$ cat config.mk
export PLATFORM = sky130hd
export DESIGN_NAME = memory_arbiter_flat
export DESIGN_NICKNAME = d
export VERILOG_FILES = /design/src/rtl/memory_arbiter_if.sv /design/src/rtl/memory_arbiter.sv /design/src/flat_wrapper.sv
export SDC_FILE = /design/constraint.sdc
export NUM_CORES = 1
export LEC_CHECK = 0
export BUFFER_PORTS_ARGS = -buffer_cell sky130_fd_sc_hd__buf_4
export CAP_MARGIN = 20
export CORE_MARGIN = 8
export CORE_UTILIZATION = 28
export CTS_CLUSTER_SIZE = 30
export DETAILED_ROUTE_END_ITERATION = 16
export SETUP_SLACK_MARGIN = 0.15
export SYNTH_ARGS = -nofsm -noshare
export SYNTH_HDL_FRONTEND = slang
export SYNTH_SLANG_ARGS = --single-unit
$ cat constraint.sdc
create_clock -name CLK -period 2.03 [get_ports CLK]
set_input_delay 0.203 -clock CLK [delete_from_list [all_inputs] [get_ports CLK]]
set_output_delay 0.203 -clock CLK [all_outputs]
set_load 0.02 [all_outputs]
$ cat src/rtl/memory_arbiter_if.sv
// Memory arbiter bus: icache and dcache request/response, RAM command and status,
// fault flag and transfer counters.
// Modports:
//   master - the arbiter's view (drives RAM commands and cache responses)
//   slave  - the environment's view (caches and RAM drive requests and status)
interface memory_arbiter_if;
  // instruction cache
  logic        iREN;
  logic [31:0] iaddr;
  logic [31:0] iload;
  logic        iwait;
  // data cache
  logic        dREN;
  logic        dWEN;
  logic [31:0] daddr;
  logic [31:0] dstore;
  logic [31:0] dload;
  logic        dwait;
  // RAM
  logic        ramREN;
  logic        ramWEN;
  logic [31:0] ramaddr;
  logic [31:0] ramstore;
  logic [31:0] ramload;
  logic [1:0]  ramstate;
  // status
  logic        err;
  logic [31:0] dcount;
  logic [31:0] icount;

  modport master (
    input  iREN, iaddr, dREN, dWEN, daddr, dstore, ramload, ramstate,
    output iload, iwait, dload, dwait, ramREN, ramWEN, ramaddr, ramstore,
           err, dcount, icount
  );

  modport slave (
    output iREN, iaddr, dREN, dWEN, daddr, dstore, ramload, ramstate,
    input  iload, iwait, dload, dwait, ramREN, ramWEN, ramaddr, ramstore,
           err, dcount, icount
  );
endinterface

$ cat src/rtl/memory_arbiter.sv
// Arbitrates a single RAM port between the instruction and data caches.
// Data side has priority; the grant is registered, so a request seen in IDLE is
// served from the next cycle. Each word is re-arbitrated after completion.
// A RAM ERROR status or a transfer exceeding TIMEOUT non-ACCESS cycles parks the
// arbiter in ERR (sticky until reset).
// Ports:
//   CLK  - clock, rising edge
//   nRST - asynchronous active-low reset
//   bus  - memory_arbiter_if.master (cache, RAM, err and counter signals)
module memory_arbiter #(
  parameter int unsigned TIMEOUT = 255
) (
  input logic              CLK,
  input logic              nRST,
  memory_arbiter_if.master bus
);

  localparam int unsigned TW = (TIMEOUT < 2) ? 1 : $clog2(TIMEOUT + 1);

  localparam logic [1:0] RAM_FREE   = 2'b00;
  localparam logic [1:0] RAM_BUSY   = 2'b01;
  localparam logic [1:0] RAM_ACCESS = 2'b10;
  localparam logic [1:0] RAM_ERROR  = 2'b11;

  typedef enum logic [1:0] {
    IDLE   = 2'd0,
    DSERVE = 2'd1,
    ISERVE = 2'd2,
    ERR    = 2'd3
  } state_t;

  state_t        state;
  logic [TW-1:0] tcnt;
  logic [31:0]   dcount;
  logic [31:0]   icount;

  logic d_req;
  logic ram_access;
  logic ram_error;
  logic tcnt_last;

  assign d_req      = bus.dREN | bus.dWEN;
  assign ram_access = (bus.ramstate == RAM_ACCESS);
  assign ram_error  = (bus.ramstate == RAM_ERROR);
  // This serve cycle is the TIMEOUT-th one without ACCESS.
  assign tcnt_last  = (tcnt == TW'(TIMEOUT - 1));

  // State, timeout counter and completion counters.
  always_ff @(posedge CLK or negedge nRST) begin
    if (!nRST) begin
      state  <= IDLE;
      tcnt   <= '0;
      dcount <= '0;
      icount <= '0;
    end else begin
      case (state)
        IDLE: begin
          tcnt <= '0;
          if (d_req)         state <= DSERVE;
          else if (bus.iREN) state <= ISERVE;
        end
        DSERVE: begin
          if (ram_error)       state <= ERR;
          else if (!d_req)     state <= IDLE;
          else if (ram_access) begin
            state  <= IDLE;
            dcount <= dcount + 32'd1;
          end
          else if (tcnt_last)  state <= ERR;
          else                 tcnt  <= tcnt + TW'(1);
        end
        ISERVE: begin
          if (ram_error)       state <= ERR;
          else if (!bus.iREN)  state <= IDLE;
          else if (ram_access) begin
            state  <= IDLE;
            icount <= icount + 32'd1;
          end
          else if (tcnt_last)  state <= ERR;
          else                 tcnt  <= tcnt + TW'(1);
        end
        ERR:     state <= ERR;
        default: state <= IDLE;
      endcase
    end
  end

  // Output decode: RAM command follows the granted requester; the ACCESS status
  // releases the wait in the same cycle.
  always_comb begin
    bus.ramREN   = 1'b0;
    bus.ramWEN   = 1'b0;
    bus.ramaddr  = 32'd0;
    bus.ramstore = 32'd0;
    bus.iload    = 32'd0;
    bus.dload    = 32'd0;
    bus.iwait    = 1'b1;
    bus.dwait    = 1'b1;
    case (state)
      DSERVE: begin
        bus.ramaddr  = bus.daddr;
        bus.ramstore = bus.dstore;
        bus.ramWEN   = bus.dWEN;
        bus.ramREN   = bus.dREN & ~bus.dWEN;
        bus.dload    = bus.ramload;
        bus.dwait    = ~ram_access;
      end
      ISERVE: begin
        bus.ramaddr = bus.iaddr;
        bus.ramREN  = 1'b1;
        bus.iload   = bus.ramload;
        bus.iwait   = ~ram_access;
      end
      default: ;
    endcase
  end

  assign bus.err    = (state == ERR);
  assign bus.dcount = dcount;
  assign bus.icount = icount;

  // FREE and BUSY both mean "not yet"; named for readability only.
  logic unused_ok;
  assign unused_ok = (RAM_FREE == RAM_BUSY);

endmodule

$ cat src/flat_wrapper.sv
// flat-port wrapper written by rule: the top's interface ports become plain ports
module memory_arbiter_flat 
#(
  parameter int unsigned TIMEOUT = 255
)
  (CLK, nRST, bus_iREN, bus_iaddr, bus_dREN, bus_dWEN, bus_daddr, bus_dstore, bus_ramload, bus_ramstate, bus_iload, bus_iwait, bus_dload, bus_dwait, bus_ramREN, bus_ramWEN, bus_ramaddr, bus_ramstore, bus_err, bus_dcount, bus_icount);
  memory_arbiter_if bus_i ();
  input logic CLK;
  input logic nRST;
  input wire logic [$bits(bus_i.iREN)-1:0] bus_iREN;
  input wire logic [$bits(bus_i.iaddr)-1:0] bus_iaddr;
  input wire logic [$bits(bus_i.dREN)-1:0] bus_dREN;
  input wire logic [$bits(bus_i.dWEN)-1:0] bus_dWEN;
  input wire logic [$bits(bus_i.daddr)-1:0] bus_daddr;
  input wire logic [$bits(bus_i.dstore)-1:0] bus_dstore;
  input wire logic [$bits(bus_i.ramload)-1:0] bus_ramload;
  input wire logic [$bits(bus_i.ramstate)-1:0] bus_ramstate;
  output wire logic [$bits(bus_i.iload)-1:0] bus_iload;
  output wire logic [$bits(bus_i.iwait)-1:0] bus_iwait;
  output wire logic [$bits(bus_i.dload)-1:0] bus_dload;
  output wire logic [$bits(bus_i.dwait)-1:0] bus_dwait;
  output wire logic [$bits(bus_i.ramREN)-1:0] bus_ramREN;
  output wire logic [$bits(bus_i.ramWEN)-1:0] bus_ramWEN;
  output wire logic [$bits(bus_i.ramaddr)-1:0] bus_ramaddr;
  output wire logic [$bits(bus_i.ramstore)-1:0] bus_ramstore;
  output wire logic [$bits(bus_i.err)-1:0] bus_err;
  output wire logic [$bits(bus_i.dcount)-1:0] bus_dcount;
  output wire logic [$bits(bus_i.icount)-1:0] bus_icount;
  assign bus_i.iREN = bus_iREN;
  assign bus_i.iaddr = bus_iaddr;
  assign bus_i.dREN = bus_dREN;
  assign bus_i.dWEN = bus_dWEN;
  assign bus_i.daddr = bus_daddr;
  assign bus_i.dstore = bus_dstore;
  assign bus_i.ramload = bus_ramload;
  assign bus_i.ramstate = bus_ramstate;
  assign bus_iload = bus_i.iload;
  assign bus_iwait = bus_i.iwait;
  assign bus_dload = bus_i.dload;
  assign bus_dwait = bus_i.dwait;
  assign bus_ramREN = bus_i.ramREN;
  assign bus_ramWEN = bus_i.ramWEN;
  assign bus_ramaddr = bus_i.ramaddr;
  assign bus_ramstore = bus_i.ramstore;
  assign bus_err = bus_i.err;
  assign bus_dcount = bus_i.dcount;
  assign bus_icount = bus_i.icount;
  memory_arbiter #(.TIMEOUT(TIMEOUT)) u_core (.CLK(CLK), .nRST(nRST), .bus(bus_i));
endmodule
# After elaboration in Yosys (flattened, before gate mapping)
# Cells that the tools add are included.
dict set report word_totals {
  in_bits 135
  ff_bits 74
  out_inout_bits 197
  wordCells 52
}
dict set report op_classes {
  reduce_logical 5
  n_addsub 3
  n_mux 24
  bitwise_logic 5
  n_eq_ne 11
}
# cell n
set ops {}
lappend ops {{32-bit two-way mux} 3}
lappend ops {{32-bit by 1-bit adder with 32-bit output, second input constant} 2}
lappend ops {{32-bit case mux with 2 select lines} 1}
lappend ops {{8-bit two-way mux} 6}
lappend ops {{8-bit case mux with 3 select lines} 1}
lappend ops {{2-bit two-way mux} 8}
lappend ops {{8-bit by 1-bit adder with 8-bit output, second input constant} 1}
lappend ops {{2-bit == test, second input constant} 4}
lappend ops {{8-bit == test, second input constant} 1}
lappend ops {{2-bit case mux with 4 select lines} 1}
lappend ops {{4-bit AND reduction} 2}
lappend ops {{2-bit != test, second input constant} 3}
lappend ops {{5-bit AND reduction} 1}
lappend ops {{1-bit two-way mux} 3}
lappend ops {{3-bit by 2-bit != test with 1-bit output, second input constant} 1}
lappend ops {{1-bit inverter} 3}
lappend ops {{3-bit nonzero test} 1}
lappend ops {{2-bit by 1-bit == test with 1-bit output, second input constant} 1}
lappend ops {{2-bit logical NOT} 1}
lappend ops {{2-bit by 1-bit != test with 1-bit output, second input constant} 1}
lappend ops {{1-bit case mux with 2 select lines} 1}
lappend ops {{1-bit bitwise AND} 1}
lappend ops {{1-bit bitwise OR} 1}

# Logic depth before layout (Yosys ltp)
# Gate-level depths: netlist of the first run.
dict set report logic_depth {
  ltp_word 6
  mapped_depth 8
  depth_no_buf 6
}

# Worst setup path after synthesis of the first run
# Ideal clock, no wire load.
dict set report synth_path {
  path_type {register to output}
  from {reg u_core.state[0]}
  to {out bus_ramaddr[12]}
  stages_incl_launch_ff 8
  required_time_ns 1.827
  slack_ns 0.009
  arrival_ns 1.818
  path_buffers 3
  cell_sequence {dfrtp_1 -> inv_1 -> ha_1 -> clkbuf_1 -> clkbuf_1 -> clkbuf_1 -> a22oi_1 -> nor2b_1}
}
dict set report synth_via {
  elab_chain_len 2
  elab_cells_between_ends 3
  classes_between {2 x eq/ne; 1 x mux}
}
# item line
set synth_rtl {}
lappend synth_rtl {{start: declaration} memory_arbiter.sv:32} ;# state_t state;
lappend synth_rtl {{start signal: assignment} memory_arbiter.sv:51} ;# state <= IDLE;
lappend synth_rtl {{start signal: assignment} memory_arbiter.sv:59} ;# if (d_req) state <= DSERVE;
lappend synth_rtl {{start signal: assignment} memory_arbiter.sv:60} ;# else if (bus.iREN) state <= ISERVE;
lappend synth_rtl {{2-bit == test or 2-bit by 1-bit == test with 1-bit output (tied branches)} memory_arbiter.sv:99} ;# case (state)
lappend synth_rtl {{32-bit case mux with 2 select lines (*)} memory_arbiter.sv:99}
lappend synth_rtl {{end: declaration} flat_wrapper.sv:24} ;# output wire logic [$bits(bus_i.ramaddr)-1:0] bus_ramaddr;
# Mark *: on every way between the ends. The rest lies on a longest branch, timed or not.

# Worst setup path after layout of the first run
dict set report layout_path {
  from {reg u_core.state[1]}
  to {out bus_ramaddr[16]}
}
# The elaborated chain is that of the path after synthesis.

==> results.sh, run 1 <==
export IMPL_rsz0062_at_grt="true"
export IMPL_route_met2_wl_mm=12.8
export IMPL_fin_crit_ps=1970
export IMPL_vias=5575
export IMPL_worst_pin_slew_ps=561
export IMPL_clk_pin_slew_ps=50
export IMPL_place_port_buffers=331
export IMPL_fp_dieW_um=149
export IMPL_p_leak_uw=0.00475
export IMPL_synth_top_family_by_area="simple AND/OR/NAND/NOR gates"
export IMPL_drc=0
export IMPL_drive_above_1_share_pct=54.7
export IMPL_cts_root_buf="clkbuf_16"
export IMPL_synth_compound_area_share_pct=9.29
export IMPL_setup_violations_final=0
export IMPL_hold_start="bus_dREN"
export IMPL_synth_area_per_cell_um2=9.03
export IMPL_critPathKind="register to output port"
export IMPL_r2r_start="u_core.state[1]"
export IMPL_overflow=0
export IMPL_area_growth_pct=88.2
export IMPL_p_int_uw=6230
export IMPL_synth_distinct_cells=50
export IMPL_hold_depth=4
export IMPL_required_ps=1830
export IMPL_drtAntennaViolNets=0
export IMPL_maxCapViolations=0
export IMPL_syn_inst=547
export IMPL_vdd_drop_max_mv=0.641
export IMPL_synthMuxAreaShare_pct=0.861
export IMPL_grt_total_usage_pct=19.2
export IMPL_grt_max_degree=51
export IMPL_yosys_area_top_type="dfrtp_1"
export IMPL_top_layer="met4"
export IMPL_yosysWarnings=0
export IMPL_fin_skew_ps=7.00
export IMPL_syn_area_um2=4940
export IMPL_hpwl_mm=17.2
export IMPL_synthAdderAreaFrac_pct=2.28
export IMPL_worst_setup_path_start_kind="register"
export IMPL_cts_sinks=74
export IMPL_ff2ff_path_depth=8
export IMPL_routed_wirelength_mm=24.5
export IMPL_synth_xor_area_share_pct=11.0
export IMPL_ioPinCount=332
export IMPL_die_height_um=149
export IMPL_wl_per_cell_um=21.4
export IMPL_yosysTopAreaCellShare_pct=37.5
export IMPL_slew_violations=0
export IMPL_slew_headroom_pct=62.6
export IMPL_switching_share_pct=42.3
export IMPL_crit_fanout=8
export IMPL_synth_simple_area_share_pct=34.7
export IMPL_hold_path_class="input pin to register"
export IMPL_regToRegEndpoint="u_core.tcnt[2]"
export IMPL_finalPower_uw=10800
export IMPL_start_util_pct=28.6
export IMPL_p_switching_uw=4570
export IMPL_gp_congestion=0.866
export IMPL_ys_flop_type="dfrtp_1"
export IMPL_cts_buffers_inserted=9
export IMPL_ctsLongestPathBuffers=2
export IMPL_pwr_share_seq_pct=15.9
export IMPL_netlist_top_cells_area="dfrtp_1, and2_1, xor2_1, a22oi_1, nor2b_1"
export IMPL_coreArea_um2=17300
export IMPL_clkPwrFrac_pct=15.9
export IMPL_finalSetupTns_ps=0
export IMPL_crit_path_end_kind="output port"
export IMPL_avgViaCountPerCell=4.87
export IMPL_antenna_cells=0
export IMPL_cts_tree="yes"
export IMPL_rrSetupSlack_ps=70
export IMPL_wl_met1_mm=9.01
export IMPL_num_rows=48
export IMPL_antenna_found_initial=0
export IMPL_dr_wl_met3_mm=1.99
export IMPL_hold_end="u_core.state[1]"
export IMPL_hold_violations=0
export IMPL_seq_area_frac_synth_pct=37.5
export IMPL_async_flop_share_pct=100
export IMPL_synth_edf_count=0
export IMPL_arrival_ps=1770
export IMPL_post_route_period_util_pct=97.2
export IMPL_drtIter0Drc=198
export IMPL_h_tree_depth=3
export IMPL_grt_pass1_vias=5554
export IMPL_ys_ff_latch=74
export IMPL_fmax_ghz=0.507
export IMPL_grt_pass1_wl_mm=33.1
export IMPL_syn_num_nets=691
export IMPL_power_frac_comb_pct=68.2
export IMPL_fillers=1632
export IMPL_outcome="complete, no violations"
export IMPL_die_area_um2=22200
export IMPL_finalNetCount=1060
export IMPL_power_density_nw_per_um2=1160
export IMPL_clk_latency_ps=330
export IMPL_first_pass_iters=4
==> final cells by class <==
class	instances	area (um^2)	area share [%]
Timing Repair Buffer	390	3330	35.8
Clock buffer	11	243	2.61
Multi-Input combinational cell	422	3440	37.0
Sequential cell	74	1850	19.9
Inverter	19	73.8	0.794
Tap cell	225	282	3.03
Clock inverter	4	76.3	0.821
==> sequential cells by signal (all words and copies together), names as in the netlist <==
name               flops
u_core.bus.icount     32
u_core.bus.dcount     32
u_core.state           2
u_core.tcnt            8
==> per-layer routing <==
metal	global-route usage, %	up-vias
met5	0	-
met4	6.66	0
met3	6.98	29
met2	33.9	207
met1	20.9	2694
li1	-	2645
==> layout by cell type (no fill, tap or decap), types with 7 or more instances in the layout <==
master	Yosys	final
buf_6	2	17
nand3_1	21	20
nor3_4	0	11
nor4_4	2	11
xnor2_1	22	22
nor2_1	13	9
inv_1	19	17
nor2b_1	34	22
xor2_1	40	40
a22oi_2	0	10
buf_4	0	351
buf_12	0	7
clkbuf_16	0	18
nand4_1	12	12
a22oi_1	32	22
and2_1	98	95
dfrtp_1	74	73
nand2_1	31	31
and4_1	9	9
nor2b_2	0	11
nor3_2	2	11
==> repair_timing <==
item	CTS	global route
pin swaps	18	36
hold buffers	1	0
gates resized for setup	39	97
hold endpoints to repair	39	0
buffers inserted	15	8
gates cloned	4	12
endpoints found under the setup margin	156	172
==> power groups by stage <==
stage          clock (uW)  combinational (uW)  sequential [uW]
3_3_place_gp            0                5370             1730
5_1_grt              1820                7730             1730
3_5_place_dp            0                5360             1740
2_1_floorplan           0                2890             1790
4_1_cts              1750                6250             1710
6_report             1710                7370             1720
==> synth_stat cells, drive strengths merged, types with 9 or more instances <==
library cell / number
and4: 9
nand3: 22
clkbuf: 29
nand4: 12
nor2b: 34
o21ai: 9
ha: 9
nor4: 17
xnor2: 22
and2: 98
xor2: 40
dfrtp: 74
inv: 19
a22oi: 32
nand2: 31
nor2: 13
nor3: 25
==> critical path, cell delays in order (launching register included) <==
cell	delay (ps)
dfrtp_2	440
buf_6	130
ha_4	210
buf_12	160
a22oi_2	280
nor2b_2	80
buf_6	140
==> worst max-delay path by stage <==
stage	from	to	slack, ps	depth (start not counted)
6_report	u_core.state[1]	bus_ramaddr[16]	60	6
5_1_grt	u_core.state[1]	bus_ramaddr[13]	10	6
4_1_cts	u_core.state[1]	bus_ramaddr[16]	30	6
3_5_place_dp	u_core.state[0]	u_core.tcnt[3]	40	5
3_3_place_gp	u_core.state[0]	u_core.tcnt[7]	80	6
2_1_floorplan	u_core.state[0]	u_core.tcnt[3]	140	6
==> logic make-up after synthesis <==
logic type               after synthesis
XOR/XNOR                              62
AO/OA/AOI/OAI                         64
multiplexers                           4
flip-flops                            74
AND/OR/NAND/NOR                      281
buffers and inverters                 53
adder cells (fa/ha/maj)                9
==> metrics by stage <==
step / setup WS [ps] / cell area [um^2] / hold slack (ps) / cells / utilization, %
2_1_floorplan: 136 / 4990 / -92.6 / 547 / -
3_3_place_gp: 81.9 / 7790 / 230 / 1090 / 45.1
3_5_place_dp: 38.1 / 7790 / 237 / 1090 / 45.1
4_1_cts: 32.6 / 8550 / 222 / 1125 / 49.4
5_1_grt: 13.2 / 9300 / 303 / 1145 / 53.8
6_report: 57.0 / 9300 / 253 / 1145 / 53.8
(Power assumes the default switching activity.)
==> run 2, diff against run 1 <==
==> constraint.sdc (replaced) <==
create_clock -name CLK -period 2.03 [get_ports CLK]
set_input_delay 0.406 -clock CLK [delete_from_list [all_inputs] [get_ports CLK]]
set_output_delay 0.406 -clock CLK [all_outputs]
set_load 0.02 [all_outputs]
==> run 2 against run 1 <==
Compared with the run above:
- hold slack got worse by 200 ps
- clock power rose by 8%
- highest routed layer unchanged
- critical endpoint is now bus_ramaddr[1]
- the run now ends with negative setup slack left
- clock skew rose by 2.5 ps
- critical path type unchanged
- maximum frequency fell by 8.1%
- utilization rose by 2.5 points
==> results.sh, run 2 (synthesis results as in run 1) <==
export IMPL_crit_fanout=32
export IMPL_fin_ws_ps=-118
export IMPL_crit_chain="inv_4 > buf_4 > ha_4 > buf_12 > nor2b_2 > buf_6"
export IMPL_die_area_um2=22200
export IMPL_avgViaCountPerCell=4.86
export IMPL_r2r_start="u_core.state[1]"
export IMPL_overflow=0
export IMPL_ff_latch_area_um2=1850
export IMPL_cts_tree="yes"
export IMPL_multiInputGateArea_um2=3720
export IMPL_regToRegEndpoint="u_core.bus.dcount[26]"
export IMPL_required_ps=1620
export IMPL_setup_violations_final=87
export IMPL_hold_violations=0
export IMPL_power_density_nw_per_um2=1120
export IMPL_grt_max_degree=41
export IMPL_fin_crit_ps=2150
export IMPL_finalSetupTns_ps=-6020
export IMPL_clk_latency_ps=330
export IMPL_crit_start="u_core.state[1]"
export IMPL_die_height_um=149
export IMPL_slew_violations=0
export IMPL_cts_hold_buf=0
export IMPL_worst_setup_path_start_kind="register"
export IMPL_finalNetCount=1058
export IMPL_first_pass_iters=4
export IMPL_ioPinCount=332
export IMPL_routed_wirelength_mm=23.7
export IMPL_vdd_drop_max_mv=0.896
export IMPL_grt_pass1_wl_mm=33.5
export IMPL_critPathKind="register to output port"
export IMPL_cp_slowest_cell="dfrtp_2"
export IMPL_outcome="finished, violations left"
export IMPL_fmax_ghz=0.466
export IMPL_largestRegisters="u_core.bus.dcount (32), u_core.bus.icount (32), u_core.tcnt (8)"
export IMPL_layout_cells_non_filler=1143
export IMPL_fin_skew_ps=9.50
export IMPL_utilization_pct=56.3
export IMPL_crit_end="bus_ramaddr[1]"
export IMPL_fp_dieW_um=149
export IMPL_hpwl_mm=17.7
export IMPL_mostFrequentLayoutCells="buf_4, buf_6, dfrtp_1"
export IMPL_antenna_found_initial=0
export IMPL_drc=0
export IMPL_h_tree_depth=3
export IMPL_post_route_period_util_pct=106
export IMPL_cts_sinks=74
export IMPL_cts_buffers_inserted=9
export IMPL_dpl_cell_area_um2=7950
export IMPL_vias=5550
export IMPL_fin_area_um2=9730
export IMPL_grt_pass1_vias=5641
export IMPL_num_rows=48
export IMPL_drive_above_1_share_pct=61.0
export IMPL_wl_per_cell_um=20.7
export IMPL_fillers=1544
export IMPL_violations="negative setup slack"
export IMPL_clk_pin_slew_ps=60
export IMPL_worst_pin_slew_ps=525
export IMPL_slew_headroom_pct=64.9
export IMPL_crit_path_end_kind="output port"
export IMPL_rsz0062_at_grt="true"
export IMPL_coreArea_um2=17300
export IMPL_critPathMaxStageDelay_ps=440
export IMPL_gp_congestion=0.840
export IMPL_grt_total_usage_pct=19.4
export IMPL_final_common_cell="buf_4"
export IMPL_place_port_buffers=331
export IMPL_start_util_pct=28.6
export IMPL_maxCapViolations=0
export IMPL_placed_cells=1097
export IMPL_holdWs_ps=57.3
export IMPL_cts_root_buf="clkbuf_16"
export IMPL_rrSetupSlack_ps=-90
export IMPL_ctsLongestPathBuffers=2
export IMPL_p_leak_uw=0.00492
export IMPL_ff2ff_path_depth=8
export IMPL_arrival_ps=1740
export IMPL_area_growth_pct=97.0
export IMPL_drtAntennaViolNets=0
export IMPL_drtIter0Drc=234
export IMPL_hold_path_class="input pin to async pin"
export IMPL_antenna_cells=0
## run 2: area by class of cell
| cell class | instances | area share [%] |
|---|---|---|
| timing repair buffer | 388 | 35.6 |
| clock buffer | 11 | 2.49 |
| multi-input combinational | 422 | 38.2 |
| clock inverter | 4 | 1.02 |
| tap | 225 | 2.89 |
| sequential | 74 | 19.0 |
| inverter | 19 | 0.759 |
## run 2: how the worst min path moves through the flow
stage               slack (ps)                    end
floorplan                  110   u_core.bus.dcount[0]
global placement           420  u_core.bus.dcount[12]
detailed placement         420  u_core.bus.dcount[14]
CTS                         70  u_core.bus.dcount[13]
global route               100  u_core.bus.dcount[13]
finish                      60  u_core.bus.dcount[13]
## run 2: power by group
| part | internal, uW | switching (uW) |
|---|---|---|
| registers | 1580 | 138 |
| logic | 3660 | 3660 |
| clock network | 1230 | 619 |
## run 2: repair_timing
item,in CTS,in global routing
cloned,4,4
pin swaps,14,38
gates resized for setup,90,155
setup endpoints to repair,174,197
setup buffers,6,17
## run 2: per-stage QoR
step,setup slack [ps],power (uW)
final,-118,10900
after CTS,-131,10300
after floorplan,110,4880
after global placement,16.7,7450
after detailed placement,-30.8,7450
after global routing,-199,11400
## run 2: routing by layer
metal / wire length, um / share of wire, % / vias up / global-route usage, %
met5: 0 / 0 / - / 0
met4: 598 / 2.5 / 0 / 5.40
met3: 2160 / 9.1 / 26 / 7.95
met2: 12700 / 54 / 220 / 35.6
met1: 8240 / 35 / 2681 / 19.9
li1: - / - / 2623 / -
## run 2: critical path, delay by kind of cell, from the launching register on
family                     cells  cell delay, ps
adders and majority gates      1             280
DFF                            1             440
and+or+nand+nor                1             190
buffers and inverters          4             500
==> run 3, diff against run 2 <==
--- a/config.mk
+++ b/config.mk
@@ -11,6 +11,7 @@
 export CORE_UTILIZATION = 28
 export CTS_CLUSTER_SIZE = 30
 export DETAILED_ROUTE_END_ITERATION = 16
+export RECOVER_POWER = 100
 export SETUP_SLACK_MARGIN = 0.15
 export SYNTH_ARGS = -nofsm -noshare
 export SYNTH_HDL_FRONTEND = slang
==> run 3 against run 2 <==
Compared with the run above:
- the run still ends with negative setup slack left
- register-to-register slack about the same
- sequential power about the same
- wire length about the same
- first-iteration DRC count decreased by 5.1%
- clock skew about the same
- largest cell class unchanged
- global-route usage unchanged
==> results.sh, run 3 (synthesis results as in run 1) <==
export IMPL_outcome="finished, violations left"
export IMPL_violations="negative setup slack"
export IMPL_antenna_found_initial=0
export IMPL_maxCapViolations=0
export IMPL_die_height_um=149
export IMPL_worst_path_buf_inv=4
export IMPL_regToRegEndpoint="u_core.bus.dcount[28]"
export IMPL_critPathTopFamily="buffers and inverters"
export IMPL_p_leak_uw=0.00465
export IMPL_vias=5555
export IMPL_vdd_drop_max_mv=0.897
export IMPL_ioPinCount=332
export IMPL_drc=0
export IMPL_multiInputGateArea_um2=3720
export IMPL_gp_congestion=0.840
export IMPL_cts_hold_buf=0
export IMPL_coreArea_um2=17300
export IMPL_fillers=1624
export IMPL_grt_pass1_vias=5641
export IMPL_die_area_um2=22200
export IMPL_avgViaCountPerCell=4.86
export IMPL_r2r_start="u_core.state[1]"
export IMPL_critPathMaxStageDelay_ps=440
export IMPL_place_port_buffers=331
export IMPL_ff_latch_area_um2=1850
export IMPL_first_pass_iters=4
export IMPL_cts_tree="yes"
export IMPL_cts_sinks=74
export IMPL_worst_pin_slew_ps=1020
export IMPL_fin_crit_ps=2150
export IMPL_antenna_cells=0
export IMPL_num_rows=48
export IMPL_worst_setup_path_start_kind="register"
export IMPL_ctsLongestPathBuffers=2
export IMPL_finalNetCount=1058
export IMPL_grt_total_usage_pct=19.4
export IMPL_hold_violations=0
export IMPL_clk_latency_ps=320
export IMPL_largestRegisters="u_core.bus.dcount (32), u_core.bus.icount (32), u_core.tcnt (8)"
export IMPL_cts_buffers_inserted=9
export IMPL_ff2ff_path_depth=8
export IMPL_area_growth_pct=91.8
export IMPL_clk_pin_slew_ps=60
export IMPL_fin_skew_ps=9.08
export IMPL_fmax_ghz=0.466
export IMPL_critPathKind="register to output port"
export IMPL_overflow=0
export IMPL_cts_root_buf="clkbuf_16"
export IMPL_cp_slowest_cell="dfrtp_2"
export IMPL_required_ps=1620
export IMPL_drtAntennaViolNets=0
export IMPL_wl_per_cell_um=20.7
export IMPL_final_common_cell="buf_4"
export IMPL_crit_chain="inv_4 > buf_4 > ha_4 > buf_12 > nor2b_2 > buf_6"
export IMPL_mostFrequentLayoutCells="buf_4, buf_6, dfrtp_1"
export IMPL_grt_pass1_wl_mm=33.5
export IMPL_fin_ws_ps=-117
export IMPL_slew_headroom_pct=31.8
export IMPL_slew_violations=0
export IMPL_h_tree_depth=3
export IMPL_drive_above_1_share_pct=53.8
export IMPL_power_density_nw_per_um2=1140
export IMPL_post_route_period_util_pct=106
export IMPL_start_util_pct=28.6
export IMPL_hold_path_class="input pin to async pin"
export IMPL_grt_max_degree=41
export IMPL_fp_dieW_um=149
export IMPL_rrSetupSlack_ps=-90
export IMPL_rsz0062_at_grt="true"
export IMPL_hpwl_mm=17.7
export IMPL_dpl_cell_area_um2=7950
export IMPL_place_ws_ps=-30.8
export IMPL_arrival_ps=1740
export IMPL_drtIter0Drc=222
export IMPL_setup_violations_final=87
export IMPL_routed_wirelength_mm=23.7
export IMPL_crit_path_end_kind="output port"
export IMPL_fin_area_um2=9480
export IMPL_crit_fanout=32
[run 3: area by class of cell]
type / count / share of cell area, %
clock inverter: 4 / 1.04
sequential: 74 / 19.5
tap: 225 / 2.97
inverter: 19 / 0.779
timing repair buffer: 388 / 33.9
clock buffer: 11 / 2.56
multi-input combinational: 422 / 39.2
[run 3: worst max-delay path by stage]
stage / start / to / slack [ps] / cells past startpoint
final: u_core.state[1] / bus_ramaddr[1] / -120 / 6
after global routing: u_core.state[0] / bus_ramaddr[1] / -200 / 6
after CTS: u_core.state[1] / bus_ramstore[24] / -130 / 6
after detailed placement: u_core.state[0] / u_core.tcnt[7] / -30 / 6
after global placement: u_core.state[0] / u_core.tcnt[4] / 20 / 5
after floorplan: u_core.state[0] / u_core.tcnt[3] / 110 / 6
[run 3: metal layers]
| metal | GRT usage, % | wire length (um) | vias up | part of all wire [%] |
|---|---|---|---|---|
| met4 | 5.40 | 598 | 0 | 2.5 |
| met3 | 7.95 | 2220 | 26 | 9.4 |
| met5 | 0 | 0 | - | 0 |
| met2 | 35.6 | 12700 | 221 | 54 |
| met1 | 19.9 | 8170 | 2682 | 34 |
| li1 | - | - | 2626 | - |
[run 3: worst register-to-register path: cells and delay by family, from the launching register on]
family / cells / cell delay, ps
xor gates and xnor gates: 1 / 160
adders and majority gates: 1 / 200
and+or+nand+nor: 3 / 810
DFF: 1 / 460
buffers and inverters: 3 / 420
[run 3: power breakdown]
part / switching [uW] / internal [uW] / total (uW) / leakage [uW]
sequential: 136 / 1580 / 1710 / 0.000962
combinational: 3660 / 3610 / 7270 / 0.00352
clock: 615 / 1230 / 1850 / 0.000166
total: 4410 / 6420 / 10800 / 0.00465
[run 3: through the flow]
step / power, uW / instances / setup TNS, ps / util [%] / hold slack [ps]
after floorplan: 4880 / 547 / 0 / - / 110
after global placement: 7450 / 1097 / 0 / 45.9 / 421
after detailed placement: 7450 / 1097 / -70.8 / 45.9 / 423
after CTS: 10300 / 1122 / -7620 / 51.0 / 69.5
after global routing: 11300 / 1143 / -15050 / 54.8 / 340
final: 10800 / 1143 / -5880 / 54.8 / 246
[run 3: what timing repair did]
action                                  CTS  global route
gates cloned                              4             4
setup buffers                             6            17
endpoints found under the hold margin     0             0
pin swaps                                14            38
endpoints found under the setup margin  174           197
resized for setup                        90           155
